## src/rtl/uart_rx_pkg.sv

```systemverilog
// Shared types and default parameters for the UART receive controller.
package uart_rx_pkg;

  localparam int DEF_CLKS_PER_BIT = 10;
  localparam int DEF_DATA_BITS    = 8;

  typedef enum logic [2:0] {
    IDLE,
    START,
    DATA,
    STOP,
    LOAD
  } rx_state_t;

endpackage

```

## src/rtl/rx_edge_sync.sv

```systemverilog
// Two-flop synchronizer for the serial line plus falling-edge detect.
module rx_edge_sync (
  input  logic clk,
  input  logic rst,
  input  logic async_in,
  output logic sync_out,
  output logic fall_edge
);

  logic r_meta;
  logic r_sync;
  logic r_prev;

  // All flops reset high so an idle line after reset yields no edge
  always_ff @(posedge clk) begin
    if (rst) begin
      r_meta <= 1'b1;
      r_sync <= 1'b1;
      r_prev <= 1'b1;
    end else begin
      r_meta <= async_in;
      r_sync <= r_meta;
      r_prev <= r_sync;
    end
  end

  assign sync_out  = r_sync;
  assign fall_edge = ~r_sync & r_prev;

endmodule

```

## src/rtl/uart_rx_ctrl.sv

```systemverilog
// UART receive controller: start/data/stop framing with
// data_ready, overrun and framing-error status.
module uart_rx_ctrl
  import uart_rx_pkg::*;
#(
  parameter int CLKS_PER_BIT = DEF_CLKS_PER_BIT,
  parameter int DATA_BITS    = DEF_DATA_BITS
) (
  input  logic                 clk,
  input  logic                 rst,
  input  logic                 serial_in,
  input  logic                 data_read,
  output logic [DATA_BITS-1:0] rx_data,
  output logic                 data_ready,
  output logic                 overrun_error,
  output logic                 framing_error,
  output logic                 busy
);

  localparam int CW = $clog2(CLKS_PER_BIT);
  localparam int BW = $clog2(DATA_BITS);

  localparam logic [CW-1:0] HALF_LAST = CW'(CLKS_PER_BIT / 2 - 1);
  localparam logic [CW-1:0] FULL_LAST = CW'(CLKS_PER_BIT - 1);
  localparam logic [BW-1:0] BIT_LAST  = BW'(DATA_BITS - 1);

  rx_state_t r_state;
  rx_state_t w_state_next;

  logic [CW-1:0]        r_cnt;
  logic [BW-1:0]        r_bit;
  logic [DATA_BITS-1:0] r_shift;
  logic [DATA_BITS-1:0] r_rx_data;
  logic                 r_ready;
  logic                 r_ovr;
  logic                 r_fe;

  logic w_sync;
  logic w_fall;
  logic w_start_smp;
  logic w_data_smp;
  logic w_stop_smp;

  rx_edge_sync u_sync (
    .clk       (clk),
    .rst       (rst),
    .async_in  (serial_in),
    .sync_out  (w_sync),
    .fall_edge (w_fall)
  );

  always_ff @(posedge clk) begin
    if (rst) r_state <= IDLE;
    else     r_state <= w_state_next;
  end

  always_comb begin
    w_state_next = r_state;
    w_start_smp  = 1'b0;
    w_data_smp   = 1'b0;
    w_stop_smp   = 1'b0;
    unique case (r_state)
      IDLE: begin
        if (w_fall) w_state_next = START;
      end
      START: begin
        w_start_smp = (r_cnt == HALF_LAST);
        if (w_start_smp)
          w_state_next = w_sync ? IDLE : DATA;
      end
      DATA: begin
        w_data_smp = (r_cnt == FULL_LAST);
        if (w_data_smp && r_bit == BIT_LAST)
          w_state_next = STOP;
      end
      STOP: begin
        w_stop_smp = (r_cnt == FULL_LAST);
        if (w_stop_smp)
          w_state_next = w_sync ? LOAD : IDLE;
      end
      LOAD: w_state_next = IDLE;
      default: w_state_next = IDLE;
    endcase
  end

  // Counters restart on every state change
  always_ff @(posedge clk) begin
    if (rst) begin
      r_cnt <= '0;
      r_bit <= '0;
    end else if (w_state_next != r_state) begin
      r_cnt <= '0;
      r_bit <= '0;
    end else if (w_data_smp) begin
      r_cnt <= '0;
      r_bit <= r_bit + 1'b1;
    end else if (r_state == START || r_state == DATA
                 || r_state == STOP) begin
      r_cnt <= r_cnt + 1'b1;
    end
  end

  always_ff @(posedge clk) begin
    if (rst) begin
      r_shift   <= '0;
      r_rx_data <= '0;
      r_ready   <= 1'b0;
      r_ovr     <= 1'b0;
      r_fe      <= 1'b0;
    end else begin
      if (w_data_smp)
        r_shift <= {w_sync, r_shift[DATA_BITS-1:1]};
      if (r_state == IDLE && w_fall)
        r_fe <= 1'b0;
      else if (w_stop_smp && !w_sync)
        r_fe <= 1'b1;
      // A load in the same cycle as data_read takes priority
      if (r_state == LOAD) begin
        r_rx_data <= r_shift;
        r_ready   <= 1'b1;
        r_ovr     <= r_ready & ~data_read;
      end else if (data_read) begin
        r_ready <= 1'b0;
        r_ovr   <= 1'b0;
      end
    end
  end

  assign rx_data       = r_rx_data;
  assign data_ready    = r_ready;
  assign overrun_error = r_ovr;
  assign framing_error = r_fe;
  assign busy          = (r_state != IDLE);

endmodule

```

## config.mk

```make
export PLATFORM = sky130hd
export DESIGN_NAME = uart_rx_ctrl
export DESIGN_NICKNAME = d
export VERILOG_FILES = /design/src/rtl/uart_rx_pkg.sv /design/src/rtl/rx_edge_sync.sv /design/src/rtl/uart_rx_ctrl.sv
export SDC_FILE = /design/constraint.sdc
export NUM_CORES = 1
export LEC_CHECK = 0
export ABC_CLOCK_PERIOD_IN_PS = 3500
export CORE_AREA = 2 2 48 83
export DETAILED_ROUTE_END_ITERATION = 10
export DIE_AREA = 0 0 50 85
export GPL_TIMING_DRIVEN = 1
export SKIP_CTS_REPAIR_TIMING = 1
export SLEW_MARGIN = 10
export SYNTH_ARGS = -nofsm -noshare
export SYNTH_HDL_FRONTEND = slang
export SYNTH_SLANG_ARGS = --single-unit
```

## constraint.sdc

```tcl
create_clock -name clk -period 3.5 [get_ports clk]
set_input_delay 0.35 -clock clk [delete_from_list [all_inputs] [get_ports clk]]
set_output_delay 0.35 -clock clk [all_outputs]
set_load 0.005 [all_outputs]
```

==> flow_summary.yaml, run 1 <==
run:
  maxCapViolCount: 0
floorplan:
  die_w_um: 50
  start_util: 0.363
  core_sq_um: 3590
  io_pins: 16
  die-area_sq_um: 4250
  num_rows: 29
  die_y_um: 85
grt:
  grt_max_degree: 25
  antenna_found_initial: 0
  grt_pass1_wl_mm: 3.88
  grt-ovfl-total: 0
  grt_use_total: 0.120
  grt_pass1_vias: 894
worst_setup_path:
  r2r_slack_ns: 1.87
  ff2ff_path_depth: 6
  rr_startpoint: "r_cnt[1]"
  critPathSlowestCell: "clkdlybuf4s50_1"
  cp-endpoint: "busy"
  crit_cells: 2
  cp.arrival_ns: 1.48
  critPathMaxFanout: 8
  critPathKind: "reg2out"
  critical_path.cell_chain: "or3_1 -> clkdlybuf4s50_1"
  crit_start: "r_state[2]"
  start_kind: "flip-flop"
  r2r-end: "r_cnt[1]"
  cpLargestDelayFamily: "buffers and inverters"
  critical_path.endpoint_type: "primary output"
  cp.required_ns: 3.15
  worst-path-buf-inv: 1
  critPathMaxStageDelay_ns: 0.45
power_and_ir_drop:
  powerDensity_nw_per_um2: 423
  clock_power_share: 0.392
  power_frac_comb: 0.035
  p_sw_uw: 135
  seqPwrFrac: 0.573
  p_leak_uw: 0.000525
  swShare: 0.208
  vdd_drop_max_v: 0.000258
  internal-power_uw: 512
  p_total_uw: 647
logic_synthesis:
  synth.top_cells.by_area: "dfxtp_1 (49%), nand2_1 (11%), a21oi_1 (8.1%)"
  synth_area_per_cell_sq_um: 8.93
  syn_area_sq_um: 1300
  yosysMostFrequentCell: "nand2_1"
  yosysWarnings: 0
  synth.top_cell.area_share: 0.491
  async_reset_ff_frac: 0
  synth_common_cells: "nand2_1 (39), dfxtp_1 (32), a21oi_1 (21), nor3_1 (6)"
  ys_seq_area_frac: 0.491
  syn_inst: 146
  yosysTopAreaCell: "dfxtp_1"
  synth.distinct_cells: 32
  synthFlopType: "dfxtp_1"
  syn-num-nets: 155
  synth_edf_count: 0
  ys_ff_latch: 32
drt:
  ant_nets: 0
  viasPerCell: 4.77
  routedWlPerCell_um: 10.8
  via_count: 983
  drt-total-wl_mm: 2.23
  remaining_drc_errors: 0
  drtPass1Iterations: 4
  drtIter0Drc: 22
placed_design:
  place_congestion: 0.741
  io_buffers: 15
  place_hpwl_mm: 1.70
  placedCellCount: 199
sta:
  fin_crit_sh: 0.524
  max_slew.worst_pin.slew_ns: 0.788
  clock.fmax_mhz: 545
  maxSlewHeadroom: 0.473
  fin_setup_tns_ns: 0
  finalSetupViolations: 0
  rsz0062_at_grt: "false"
  drv_slew: 0
  min_period_ns: 1.83
  final-hold-violation-count: 0
  fin_worst_skew_ns: 0.00224
layout:
  utilization: 0.426
  antenna_cells: 0
  drive_above_1_share: 0.0938
  area_growth_pct: 17.4
  instances_no_fill: 206
  nets: 169
clock_network:
  cts.sinks: 32
  root_buffer: "clkbuf_8"
  numCtsBuffers: 5
  clk_pin_slew_worst_paths_ns: 0.06
  clkLatencyLatePin_ns: 0.28
  tritoncts: "yes"
  clock_path_buffers: 2
  cts_max_level: 2
worst_hold_path:
  min_path_type: "reg2reg"
  hold_path.startpoint: "u_sync.r_meta"
status:
  status: "complete, no violations"
[worst register-to-register path: stages (launching register included)]
cell	delay, ns
dfxtp_1	0.38
inv_1	0.08
ha_1	0.19
and4b_1	0.27
nor3b_2	0.28
o21ai_2	0.16
nor3_1	0.20
[placed cells by master (no fill, tap or decap), drive strengths merged]
master	netlist	layout
or3	1	1
clkinv	0	1
and4bb	1	1
inv	3	3
nand4	1	1
nand2	39	39
ha	5	5
xor2	2	2
or2	3	3
clkbuf	3	6
nand2b	1	1
dfxtp	32	32
nor2	5	5
a211oi	2	2
clkdlybuf4s50	0	15
o21ai	1	1
o21a	1	1
a21oi	21	21
o21ba	1	1
xnor2	2	2
nor3b	3	3
a32oi	1	1
and2	2	2
and4	1	1
nor3	6	6
nand4b	1	1
and4b	1	1
mux2i	2	2
[sequential cells by signal, indices dropped and copies added, names as in the netlist]
register         flops
data_ready           1
framing_error        1
overrun_error        1
r_bit                3
r_cnt                4
r_shift              8
r_state              3
rx_data              8
u_sync.r_meta        1
u_sync.r_prev        1
u_sync.sync_out      1
[final cells by class]
type                            count  area (sq um)
Fill cell                         364          2060
Sequential cell                    32           641
Multi-Input combinational cell    103           593
Timing Repair Buffer               15           150
Clock buffer                        6          72.6
Tap cell                           46          57.6
Inverter                            3          11.3
Clock inverter                      1          5.00
[cells by family after synthesis]
kind of cell             synth area share
AND/OR/NAND/NOR                     0.242
flip-flops                          0.491
multiplexers                       0.0154
XOR/XNOR                           0.0269
adder cells (fa/ha/maj)            0.0480
AO/OA/AOI/OAI                       0.123
buffers and inverters              0.0537
[power by group through the flow]
stage	combinational, uW	clock, uW	sequential (uW)
after CTS	22.8	262	371
after detailed placement	22.8	0	379
after global routing	25.4	280	371
final	22.6	254	371
after floorplan	16.6	0	377
after global placement	22.1	0	379
[metrics by stage]
step	area, sq um	hold WS, ns	setup WS, ns
2_1_floorplan	1300	0.389	1.99
3_3_place_gp	1450	0.396	1.57
3_5_place_dp	1450	0.404	1.51
4_1_cts	1530	0.417	1.64
5_1_grt	1530	0.433	1.60
6_report	1530	0.413	1.67
[how the worst min path moves through the flow]
stage / slack (ns) / depth (start not counted) / end
3_3_place_gp: 0.40 / 1 / u_sync.sync_out
3_5_place_dp: 0.40 / 1 / u_sync.sync_out
4_1_cts: 0.42 / 1 / u_sync.sync_out
5_1_grt: 0.43 / 1 / u_sync.sync_out
2_1_floorplan: 0.39 / 1 / u_sync.sync_out
6_report: 0.41 / 1 / u_sync.sync_out
[layer usage]
layer | vias to the layer above | global-route usage | share of wire
met1 | 435 | 0.127 | 0.41
met4 | 0 | 0.0758 | 0.029
met2 | 28 | 0.202 | 0.51
met5 | - | 0 | 0
met3 | 8 | 0.0370 | 0.048
li1 | 512 | - | -
(Power assumes the default switching activity.)
==> inputs of run 2 (changes only) <==
--- a/config.mk
+++ b/config.mk
@@ -5,7 +5,7 @@
 export SDC_FILE = /design/constraint.sdc
 export NUM_CORES = 1
 export LEC_CHECK = 0
-export ABC_CLOCK_PERIOD_IN_PS = 3500
+export ABC_CLOCK_PERIOD_IN_PS = 1800
 export CORE_AREA = 2 2 48 83
 export DETAILED_ROUTE_END_ITERATION = 10
 export DIE_AREA = 0 0 50 85
==> constraint.sdc (replaced) <==
create_clock -name clk -period 1.8 [get_ports clk]
set_input_delay 0.18 -clock clk [delete_from_list [all_inputs] [get_ports clk]]
set_output_delay 0.18 -clock clk [all_outputs]
set_load 0.005 [all_outputs]
==> run 2 against run 1 <==
  * Combinational power rose by 110%
  * Final cell count grew 1.5%
  * Sequential share of layout area down 1.8 points
  * Global-route usage up 1.7 points
==> flow_summary.yaml, run 2 (synthesis gave the netlist of run 1 again) <==
worst_setup_path:
  cp-endpoint: "busy"
  critPathKind: "reg2out"
  rr_startpoint: "r_cnt[1]"
  critPathMaxFanout: 11
  cpLargestDelayFamily: "buffers and inverters"
  r2r_slack_ns: 0.15
  critical_path.cell_chain: "or3_1 -> clkdlybuf4s50_1"
  cp.required_ns: 1.62
  crit_cells: 2
  critPathSlowestCell: "clkdlybuf4s50_1"
  critPathMaxStageDelay_ns: 0.45
  ff2ff_path_depth: 6
  r2r-end: "r_cnt[1]"
  start_kind: "flip-flop"
  critical_path.endpoint_type: "primary output"
  worst-path-buf-inv: 1
  cp.arrival_ns: 1.48
  crit_start: "r_state[0]"
grt:
  grt_pass1_wl_mm: 4.45
  grt_max_degree: 24
  antenna_found_initial: 0
  grt_pass1_vias: 994
  grt-ovfl-total: 0
  grt_use_total: 0.138
clock_network:
  cts_max_level: 2
  clkLatencyLatePin_ns: 0.28
  root_buffer: "clkbuf_8"
  numCtsBuffers: 5
  tritoncts: "yes"
  cts.sinks: 32
  clk_pin_slew_worst_paths_ns: 0.06
  clock_path_buffers: 2
drt:
  drtPass1Iterations: 4
  routedWlPerCell_um: 11.8
  via_count: 1028
  drtIter0Drc: 11
  ant_nets: 0
  drt-total-wl_mm: 2.47
  viasPerCell: 4.92
  remaining_drc_errors: 0
run:
  maxCapViolCount: 0
placed_design:
  place_area_sq_um: 1470
  place_hpwl_mm: 1.86
  place_worst_setup_slack_ns: 0.147
  place_congestion: 0.862
  io_buffers: 15
floorplan:
  io_pins: 16
  start_util: 0.363
  die_w_um: 50
  core_sq_um: 3590
  die-area_sq_um: 4250
  num_rows: 29
  die_y_um: 85
layout:
  fillers: 357
  antenna_cells: 0
  register_area_sq_um: 641
  multi_input_area_sq_um: 598
  final_cell_mix: "nand2_1 (39), dfxtp_1 (32), a21oi_1 (21)"
  final_area_sq_um: 1600
  utilization: 0.445
  nets: 171
  layout_commonest_cell: "nand2_1"
  drive_above_1_share: 0.123
  area_growth_pct: 22.6
sta:
  clock.fmax_mhz: 604
  min_period_ns: 1.66
  drv_slew: 0
  fin_worst_skew_ns: 0.00664
  fin_setup_tns_ns: 0
  maxSlewHeadroom: 0.690
  fin_crit_sh: 0.920
  final-hold-violation-count: 0
  postLayoutSetupSlackWorst_ns: 0.145
  rsz0062_at_grt: "false"
  finalSetupViolations: 0
  max_slew.worst_pin.slew_ns: 0.463
power_and_ir_drop:
  powerDensity_nw_per_um2: 942
  p_leak_uw: 0.000561
  vdd_drop_max_v: 0.000489
status:
  status: "complete, no violations"
worst_hold_path:
  min_path_type: "reg2reg"
==> run 2: changes by cell type in the layout (fill, tap and decap cells not counted) <==
cell       delta
clkinv_2      -1
nor3_2        +1
bufinv_16     +1
clkbuf_8      +2
clkbuf_1      -1
nor3_1        -1
buf_4         +2
==> run 2: worst register-to-register path: stages (launching register included) <==
cell and delay [ns]:
dfxtp_1 0.39, inv_1 0.09, ha_1 0.19, and4b_1 0.27
nor3b_2 0.27, o21ai_2 0.16, nor3_2 0.21
==> run 2: area by class of cell <==
type,count,area share
clock buffer,7,0.0603
inverter,3,0.00704
clock inverter,1,0.0188
multi-input combinational,103,0.374
sequential,32,0.401
tap,46,0.0360
timing repair buffer,17,0.103
==> run 2: metal layers <==
layer | GRT usage | share of wire | vias to the layer above | wire (um)
met5 | 0 | 0 | - | 0
met4 | 0.0985 | 0.037 | 0 | 91
met3 | 0.0458 | 0.034 | 8 | 84
met2 | 0.230 | 0.55 | 23 | 1350
met1 | 0.140 | 0.38 | 478 | 947
li1 | - | - | 519 | -
==> run 2: how the worst min path moves through the flow <==
stage	start	endpoint	slack [ns]	depth (start not counted)
2_1_floorplan	data_read	overrun_error	0.26	1
3_3_place_gp	u_sync.r_meta	u_sync.sync_out	0.39	1
3_5_place_dp	u_sync.r_meta	u_sync.sync_out	0.40	1
4_1_cts	u_sync.r_meta	u_sync.sync_out	0.42	1
5_1_grt	u_sync.r_meta	u_sync.sync_out	0.44	1
6_report	u_sync.r_meta	u_sync.sync_out	0.41	1
==> run 2: where the power goes <==
| part | switching [uW] | internal (uW) | total, uW |
|---|---|---|---|
| logic | 25.6 | 22.5 | 48.1 |
| registers | 7.14 | 713 | 721 |
| clock network | 249 | 488 | 737 |
| total | 282 | 1220 | 1510 |
==> run 2: stage by stage <==
step | total power [uW] | hold WS [ns] | cells
floorplan | 765 | 0.259 | 146
global placement | 781 | 0.394 | 201
detailed placement | 784 | 0.398 | 201
CTS | 1520 | 0.417 | 209
global route | 1570 | 0.435 | 209
finish | 1510 | 0.413 | 209
==> inputs of run 3 (changes only) <==
--- a/config.mk
+++ b/config.mk
@@ -6,9 +6,10 @@
 export NUM_CORES = 1
 export LEC_CHECK = 0
 export ABC_CLOCK_PERIOD_IN_PS = 1800
-export CORE_AREA = 2 2 48 83
+export CORE_AREA = 2 2 53 93
+export CTS_BUF_LIST = sky130_fd_sc_hd__clkbuf_4 sky130_fd_sc_hd__clkbuf_8
 export DETAILED_ROUTE_END_ITERATION = 10
-export DIE_AREA = 0 0 50 85
+export DIE_AREA = 0 0 55 95
 export GPL_TIMING_DRIVEN = 1
 export SKIP_CTS_REPAIR_TIMING = 1
 export SLEW_MARGIN = 10
==> run 3 against run 2 <==
  * Register-to-register slack improved by 0.05 ns
  * Worst setup slack worse by 0.020 ns
  * Final area fell by 2.2%
  * Wire length fell by 7.3%
  * Final cell count grew 1.9%
  * Largest cell class unchanged
==> flow_summary.yaml, run 3 (synthesis gave the netlist of run 1 again) <==
worst_setup_path:
  start_kind: "flip-flop"
  cpLargestDelayFamily: "buffers and inverters"
  critPathKind: "reg2out"
  cp.arrival_ns: 1.49
  crit_start: "r_state[2]"
  ff2ff_path_depth: 5
  crit_cells: 2
  critPathSlowestCell: "clkdlybuf4s50_1"
  critPathMaxFanout: 8
  r2r-end: "r_cnt[2]"
  worst-path-buf-inv: 1
  critical_path.endpoint_type: "primary output"
  cp.required_ns: 1.62
  critical_path.cell_chain: "or3_1 -> clkdlybuf4s50_1"
  cp-endpoint: "busy"
  rr_startpoint: "r_cnt[0]"
  r2r_slack_ns: 0.20
  critPathMaxStageDelay_ns: 0.46
floorplan:
  io_pins: 16
  start_util: 0.287
  die_w_um: 55
  core_sq_um: 4540
  die_y_um: 95
  num_rows: 33
  die-area_sq_um: 5230
placed_design:
  place_congestion: 0.787
  placedCellCount: 206
  place_hpwl_mm: 1.70
  place_worst_setup_slack_ns: 0.187
  io_buffers: 15
  place_area_sq_um: 1470
layout:
  final_area_sq_um: 1560
  fillers: 487
  register_area_sq_um: 641
  nets: 170
  instances_no_fill: 213
  area_growth_pct: 20.0
  drive_above_1_share: 0.106
  layout_commonest_cell: "nand2_1"
  multi_input_area_sq_um: 593
  final_cell_mix: "nand2_1 (39), dfxtp_1 (32), a21oi_1 (21)"
  antenna_cells: 0
power_and_ir_drop:
  seqPwrFrac: 0.535
  powerDensity_nw_per_um2: 862
  power_frac_comb: 0.034
  p_sw_uw: 272
  p_leak_uw: 0.000539
  vdd_drop_max_v: 0.000434
  internal-power_uw: 1080
  swShare: 0.202
  clock_power_share: 0.431
drt:
  via_count: 976
  drtPass1Iterations: 4
  ant_nets: 0
  viasPerCell: 4.58
  remaining_drc_errors: 0
  routedWlPerCell_um: 10.7
  drt-total-wl_mm: 2.29
  drtIter0Drc: 3
clock_network:
  clock_path_buffers: 2
  clkLatencyLatePin_ns: 0.28
  tritoncts: "yes"
  numCtsBuffers: 5
  cts_max_level: 2
  root_buffer: "clkbuf_8"
  cts.sinks: 32
  clk_pin_slew_worst_paths_ns: 0.06
sta:
  maxSlewHeadroom: 0.694
  final-hold-violation-count: 0
  drv_slew: 0
  fin_crit_sh: 0.931
  fin_worst_skew_ns: 0.00476
  max_slew.worst_pin.slew_ns: 0.457
  fin_setup_tns_ns: 0
  min_period_ns: 1.67
  rsz0062_at_grt: "false"
  clock.fmax_mhz: 597
  finalSetupViolations: 0
  holdWs_ns: 0.411
  postLayoutSetupSlackWorst_ns: 0.125
grt:
  antenna_found_initial: 0
  grt_pass1_vias: 927
  grt_max_degree: 24
  grt_use_total: 0.106
  grt-ovfl-total: 0
  grt_pass1_wl_mm: 3.91
run:
  maxCapViolCount: 0
worst_hold_path:
  min_path_type: "reg2reg"
status:
  status: "complete, no violations"
-- run 3: metal layers --
metal / share of wire / vias to the layer above / global-route usage
met2: 0.57 / 13 / 0.190
li1: - / 516 / -
met3: 0.023 / 5 / 0.0332
met1: 0.38 / 442 / 0.0906
met4: 0.031 / 0 / 0.0793
met5: 0 / - / 0
-- run 3: stage by stage --
step | utilization | total power [uW]
CTS | 0.344 | 1370
detailed placement | 0.323 | 783
floorplan | - | 765
global placement | 0.323 | 783
finish | 0.344 | 1350
global route | 0.344 | 1400
-- run 3: worst min-delay path by stage --
stage	cells past startpoint	from	to
floorplan	1	data_read	overrun_error
global placement	1	u_sync.r_meta	u_sync.sync_out
detailed placement	1	u_sync.r_meta	u_sync.sync_out
CTS	1	u_sync.r_meta	u_sync.sync_out
global route	1	u_sync.r_meta	u_sync.sync_out
finish	1	u_sync.r_meta	u_sync.sync_out
-- run 3: final cells by class --
type,count,area share
inverters,3,0.00720
clock buffers,7,0.0616
well taps,52,0.0416
multi-input cells,103,0.379
repair buffers,16,0.101
flip-flops and latches,32,0.410
-- run 3: power groups by stage --
stage / registers [uW] / logic, uW / clock network (uW)
5_1_grt: 721 / 50.8 / 630
2_1_floorplan: 732 / 32.3 / 0
3_5_place_dp: 736 / 47.0 / 0
6_report: 721 / 45.7 / 581
3_3_place_gp: 736 / 47.0 / 0
4_1_cts: 720 / 47.0 / 606
